--- src/rtl/bcd_timer_ctrl.sv ---
// Sequencing controller for a cascaded BCD up/down digit chain: prescaler, cascade enables,
// IDLE/LOAD/RUN/PAUSE/DONE state machine. Optional macro AUTO_RELOAD_EN: down-mode terminal reloads.
module bcd_timer_ctrl #(
   parameter int NUM_DIGITS = 4,
   parameter int PRESCALE   = 100000
) (
   input  logic                    clk1,
   input  logic                    rst1,
   input  logic                    start,
   input  logic                    pause,
   input  logic                    clear,
   input  logic                    load_req,
   input  logic                    mode_down,
   input  logic [4*NUM_DIGITS-1:0] preset,
   input  logic [4*NUM_DIGITS-1:0] dig_q,
   output logic [NUM_DIGITS-1:0]   dig_en,
   output logic                    dig_load,
   output logic                    dig_clr,
   output logic                    dig_ud,
   output logic [4*NUM_DIGITS-1:0] dig_d,
   output logic                    busy,
   output logic                    done,
   output logic [2:0]              state
);

   typedef enum logic [2:0] {
      IDLE  = 3'd0,
      LOAD  = 3'd1,
      RUN   = 3'd2,
      PAUSE = 3'd3,
      DONE  = 3'd4
   } state_t;

   localparam int PW = (PRESCALE > 1) ? $clog2(PRESCALE) : 1;
   localparam logic [PW-1:0] PMAX = PW'(PRESCALE - 1);

   state_t                cur, nxt;
   logic [PW-1:0]         pre;
   logic [NUM_DIGITS-1:0] at_term;
   logic                  all_term;
   logic                  run_ok;
   logic                  tick;
   logic                  reload_hit;
   logic                  carry;
   logic [3:0]            term_val;

   // Terminal digit value depends on the latched direction, not the live switch.
   assign term_val = dig_ud ? 4'd0 : 4'd9;

   always_comb begin
      for (int i = 0; i < NUM_DIGITS; i++) begin
         at_term[i] = (dig_q[4*i +: 4] == term_val);
      end
   end

   assign all_term = &at_term;
   assign run_ok   = (cur == RUN) && !clear && !load_req && !pause;
   assign tick     = run_ok && (pre == PMAX);

`ifdef AUTO_RELOAD_EN
   assign reload_hit = run_ok && all_term && dig_ud;
`else
   assign reload_hit = 1'b0;
`endif

   // NOTE: sequential state uses non-blocking assignments so every flop samples pre-edge values.
   always_ff @(posedge clk1 or negedge rst1) begin
      if (!rst1) begin
         cur <= IDLE;
      end else begin
         cur <= nxt;
      end
   end

   always_ff @(posedge clk1 or negedge rst1) begin
      if (!rst1) begin
         pre     <= '0;
         dig_d   <= '0;
         dig_ud  <= 1'b0;
         dig_clr <= 1'b0;
      end else begin
         dig_clr <= clear;
         if (clear) begin
            pre    <= '0;
            dig_ud <= mode_down;
         end else if (load_req) begin
            dig_d  <= preset;
            dig_ud <= mode_down;
         end else if (run_ok) begin
            pre <= tick ? '0 : pre + 1'b1;
         end
      end
   end

   // NOTE: nxt gets a default first so no path through the case can infer a latch.
   always_comb begin
      nxt = cur;
      if (clear) begin
         nxt = IDLE;
      end else if (load_req) begin
         nxt = LOAD;
      end else begin
         unique case (cur)
            IDLE:  if (start) nxt = RUN;
            LOAD:  nxt = IDLE;
            RUN: begin
               if (pause) nxt = PAUSE;
               else if (all_term && !reload_hit) nxt = DONE;
            end
            PAUSE: if (start && !pause) nxt = RUN;
            DONE:  nxt = DONE;
            default: nxt = IDLE;
         endcase
      end
   end

   // Enables ripple up only through digits sitting at their terminal value; none once terminal.
   always_comb begin
      dig_en = '0;
      carry  = tick && !all_term;
      for (int i = 0; i < NUM_DIGITS; i++) begin
         dig_en[i] = carry;
         carry     = carry && at_term[i];
      end
      dig_load = (cur == LOAD) || reload_hit;
      done     = (cur == DONE) || reload_hit;
      busy     = (cur == RUN) || (cur == PAUSE);
   end

   assign state = cur;

endmodule
--- config.mk ---
export PLATFORM = sky130hd
export DESIGN_NAME = bcd_timer_ctrl
export DESIGN_NICKNAME = d
export VERILOG_FILES = /design/src/rtl/bcd_timer_ctrl.sv
export SDC_FILE = /design/constraint.sdc
export NUM_CORES = 1
export LEC_CHECK = 0
export ABC_CLOCK_PERIOD_IN_PS = 2400
export CAP_MARGIN = 25
export CORE_MARGIN = 2
export CORE_UTILIZATION = 42
export CTS_CLUSTER_SIZE = 25
export DETAILED_ROUTE_END_ITERATION = 6
export PLACE_DENSITY_LB_ADDON = 0.12
export SLEW_MARGIN = 20
export SYNTH_ARGS = -nofsm -noshare
export SYNTH_HDL_FRONTEND = slang
export SYNTH_SLANG_ARGS = --single-unit
export TNS_END_PERCENT = 100
--- constraint.sdc ---
create_clock -name clk1 -period 2.4 [get_ports clk1]
set_input_delay 0.48 -clock clk1 [delete_from_list [all_inputs] [get_ports clk1]]
set_output_delay 0.48 -clock clk1 [all_outputs]
set_load 0.02 [all_outputs]
==> parameters.txt <==
Parameter                              Value

Yosys
  Post-Synthesis Net Count ... 223
  Sequential-to-total area share from yosys stat ... 0.482
  Synthesized flop and latch total ... 38
  Synthesized instance count ... 183
  Per-instance average area after synthesis ... around 11 um^2
  Cell variety after synth ... 39
  Mapped cell area ... around 2000 um^2
  Yosys warning total ... 0

GRT
  Global route total overflow ... 0
  All-Layer GR Usage ... 0.195
  Global-route wire length before repair ... 8180 um
  Pin count of the biggest net entering global routing ... 39
  Vias in the first global route ... 1,845
  Number of antenna violations at the first check in global routing ... 0

Finish
  Final antenna diode count ... 0
  Net count, final ... 324
  Top library cells by usage in the layout, fill and taps aside ... sky130_fd_sc_hd__clkdlybuf4s50_1 (61), sky130_fd_sc_hd__dfrtp_1 (38), sky130_fd_sc_hd__buf_4 (37), sky130_fd_sc_hd__mux2_2 (18), sky130_fd_sc_hd__a21oi_1 (14)
  Synth-to-Final Area Change ... 54.0%
  Ratio of cells with drive above 1 in the final layout ... 0.263
  Leading cell type in the layout, fill and taps excluded ... sky130_fd_sc_hd__clkdlybuf4s50_1

Critical path
  Required time reported for the critical path endpoint ... around 1.9 ns
  Critical path destination ... dig_en[3]
  Worst Setup Path Type ... register to primary output
  Count of buffer and inverter cells on the critical path ... 1
  CP max-delay cell ... sky130_fd_sc_hd__or4b_4
  Crit. End Element ... primary output
  Critical Path Fanout Max ... 4
  Worst Reg2Reg Path Length in Cells ... 5
  Ordered list of cells on the worst path ... or4b_4 > nor4_4 > nand2_2 > nor4b_2 > buf_4
  Reg2Reg Capture Point ... pre[14]
  Critical path startpoint ... pre[12]
  Number of gates on the worst path with buffers counted ... 5
  Launching element type of the critical path ... register
  Family of cells with the greatest summed delay on the critical path ... simple AND/OR/NAND/NOR gates
  Startpoint of the worst-slack reg-to-reg timing path ... pre[12]
  Largest stage delay on the critical path ... 0.55 ns
  Arrival @ worst endpoint ... 2.12 ns
  Setup slack on the worst flop-to-flop path ... 0.27 ns

Run status
  Status ... finished, violations left
  Violated checks ... negative setup slack

Clock network
  TritonCTS Buffers ... 5
  Clock latency on the worst-skew pair ... 0.29 ns
  Clock tree from TritonCTS ... done
  Maximum root-to-sink buffer count ... 2
  H-Tree Level Count ... 2
  Clock transition time at the flip-flop clock pins of the worst setup and hold paths ... 0.07 ns
  Post-cts hold buffer count ... 0
  Num Clock Sinks ... 38
  Master cell of the clock root buffer ... sky130_fd_sc_hd__clkbuf_8

Routing
  Per-cell via count in the routed design ... around 5.4
  Routed wire length per instance ... 14.4 um
  Antenna violation net count after detailed routing ... 0
  First DRT Iteration DRCs ... 86
  Sum of routed wire length over all layers ... 4860 um
  DR vias ... 1,830
  Initial DRT Pass Iterations ... 4
  Count of unresolved DRC violations after routing ... 0

Power
  Total Power ... between 1.5 and 2 mW
  Pwr dens ... between 500 and 600 nW/um^2
  Leakage power ... ~1.3 nW
  Clock share of power ... 0.340
  Sw frac ... 0.250
  Switching power ... 394 uW
  Cell-internal power ... 1.18 mW
  Flop pwr share ... 0.449
  Highest ir drop seen on vdd ... between 0.2 and 0.25 mV
  Proportion of power drawn by combinational gates ... 0.211

Floorplanning
  Floorplan row count ... 24
  Placeable Area ... about 4400 um^2
  IO Pins ... 67
  Effective utilization at floorplan ... 0.444
  Chip height ... 72.5 um
  Die Span X ... 72.5 um
  Area of the die ... between 5000 and 6000 um^2

Timing
  Final worst-path cycle share ... 1.08
  Largest clock skew in the final design ... 0.00623 ns
  Minimum clock period ... 2.60 ns
  RSZ-0062 raised after global routing ... true
  Number of hold violations in the final report ... 0
  Slew margin rel. ... 0.436
  Final worst-path setup slack ... -0.201 ns
  Final setup fails ... 4
  Total count of max-transition violations in the final report ... 0
  Worst slew pin tran ... roughly 0.85 ns
  Timing-limited maximum frequency ... approximately 0.38 GHz

Placement
  Total of buffers placed on input and output ports ... 66
  Half-perimeter wire length after detailed placement ... 3650 um
  Final weighted congestion in routability-driven placement ... between 0.8 and 0.9
  Place WS ... -0.522 ns

Run
  Number of max-capacitance violations reported ... 0

Hold path
  Tightest Hold Check Type ... input pin to asynchronous set/reset pin
## cells by family (layout without fill, tap and decap cells)
logic type	Yosys count	count (layout)	synth area share
adder cells (fa/ha/maj)	1	1	0.00634
multiplexers	18	18	0.103
AND/OR/NAND/NOR	76	76	0.259
XOR/XNOR	1	1	0.00444
buffers and inverters	9	111	0.0216
AO/OA/AOI/OAI	40	40	0.124
flip-flops	38	38	0.482
## per-stage QoR
step	setup TNS, ns	hold WS, ns	area [um^2]	util	instances
CTS	-0.715	0.325	3030	0.682	337
floorplan	-0.0286	0.184	1970	-	183
detailed placement	-1.85	0.495	2930	0.659	329
global route	-1.02	0.366	3040	0.684	337
global placement	-1.77	0.488	2930	0.659	329
finish	-0.600	0.297	3040	0.684	337
## synth_stat cells (all sizes together)
library cell / count / area [um^2]
nand4: 6 / 37.5
or4: 7 / 52.6
nor2b: 2 / 12.5
ha: 1 / 12.5
a31o: 1 / 8.76
mux2: 18 / 203
or4b: 1 / 13.8
nand2: 7 / 28.8
nor3: 4 / 20.0
o22a: 1 / 8.76
inv: 3 / 11.3
or2: 1 / 6.26
nor4: 4 / 40.0
clkbuf: 4 / 15.0
o21a: 1 / 7.51
nor2: 11 / 41.3
or3: 6 / 37.5
o21ba: 1 / 10.0
and4: 2 / 17.5
nand3: 5 / 25.0
o31ai: 6 / 45.0
o21ai: 13 / 65.1
and3: 1 / 6.26
a22o: 2 / 17.5
a2111o: 1 / 11.3
and2: 3 / 18.8
or4bb: 2 / 22.5
a21oi: 14 / 70.1
nor4b: 2 / 38.8
nor3b: 6 / 45.0
dfrtp: 38 / 951
buf: 2 / 16.3
xor2: 1 / 8.76
and3b: 4 / 35.0
nand2b: 2 / 12.5
## routing by layer
metal | share of wire | global-route usage
met1 | 0.45 | 0.251
met2 | 0.48 | 0.334
met3 | 0.066 | 0.0514
met4 | 0.0039 | 0.0329
met5 | 0 | 0
## power groups by stage
stage               clock (mW)  combinational, mW  sequential [mW]
finish                   0.535              0.333            0.707
global placement             0              0.333            0.718
CTS                      0.544              0.338            0.708
global route             0.571              0.357            0.715
floorplan                    0             0.0799            0.776
detailed placement           0              0.336            0.721
## worst min-delay path by stage
stage / cells after the start / slack (ns) / startpoint / endpoint
6_report: 1 / 0.30 / rst1 / dig_d[13]
5_1_grt: 1 / 0.37 / rst1 / pre[10]
4_1_cts: 1 / 0.33 / rst1 / dig_d[6]
3_5_place_dp: 1 / 0.49 / dig_d[14] / dig_d[14]
3_3_place_gp: 1 / 0.49 / dig_d[7] / dig_d[7]
2_1_floorplan: 0 / 0.18 / rst1 / dig_clr
## registers in the layout, indices dropped and copies added, names as in the netlist
signal,flops
pre,17
dig_clr,1
state,3
dig_d,16
dig_ud,1
## area by class of cell
class | count | area (um^2)
repair buffers | 100 | 913
well taps | 52 | 65.1
inverters | 3 | 11.3
clock buffers | 5 | 68.8
flip-flops and latches | 38 | 951
multi-input cells | 136 | 990
clock inverters | 3 | 40.0
fillers | 349 | 1410
## repair_timing
item                                    in CTS  in global routing
endpoints found under the setup margin       4                  4
buffers inserted                             0                  0
gates resized for setup                     23                  2
pin swaps                                    4                  2
Power figures use the tool's default switching activity.
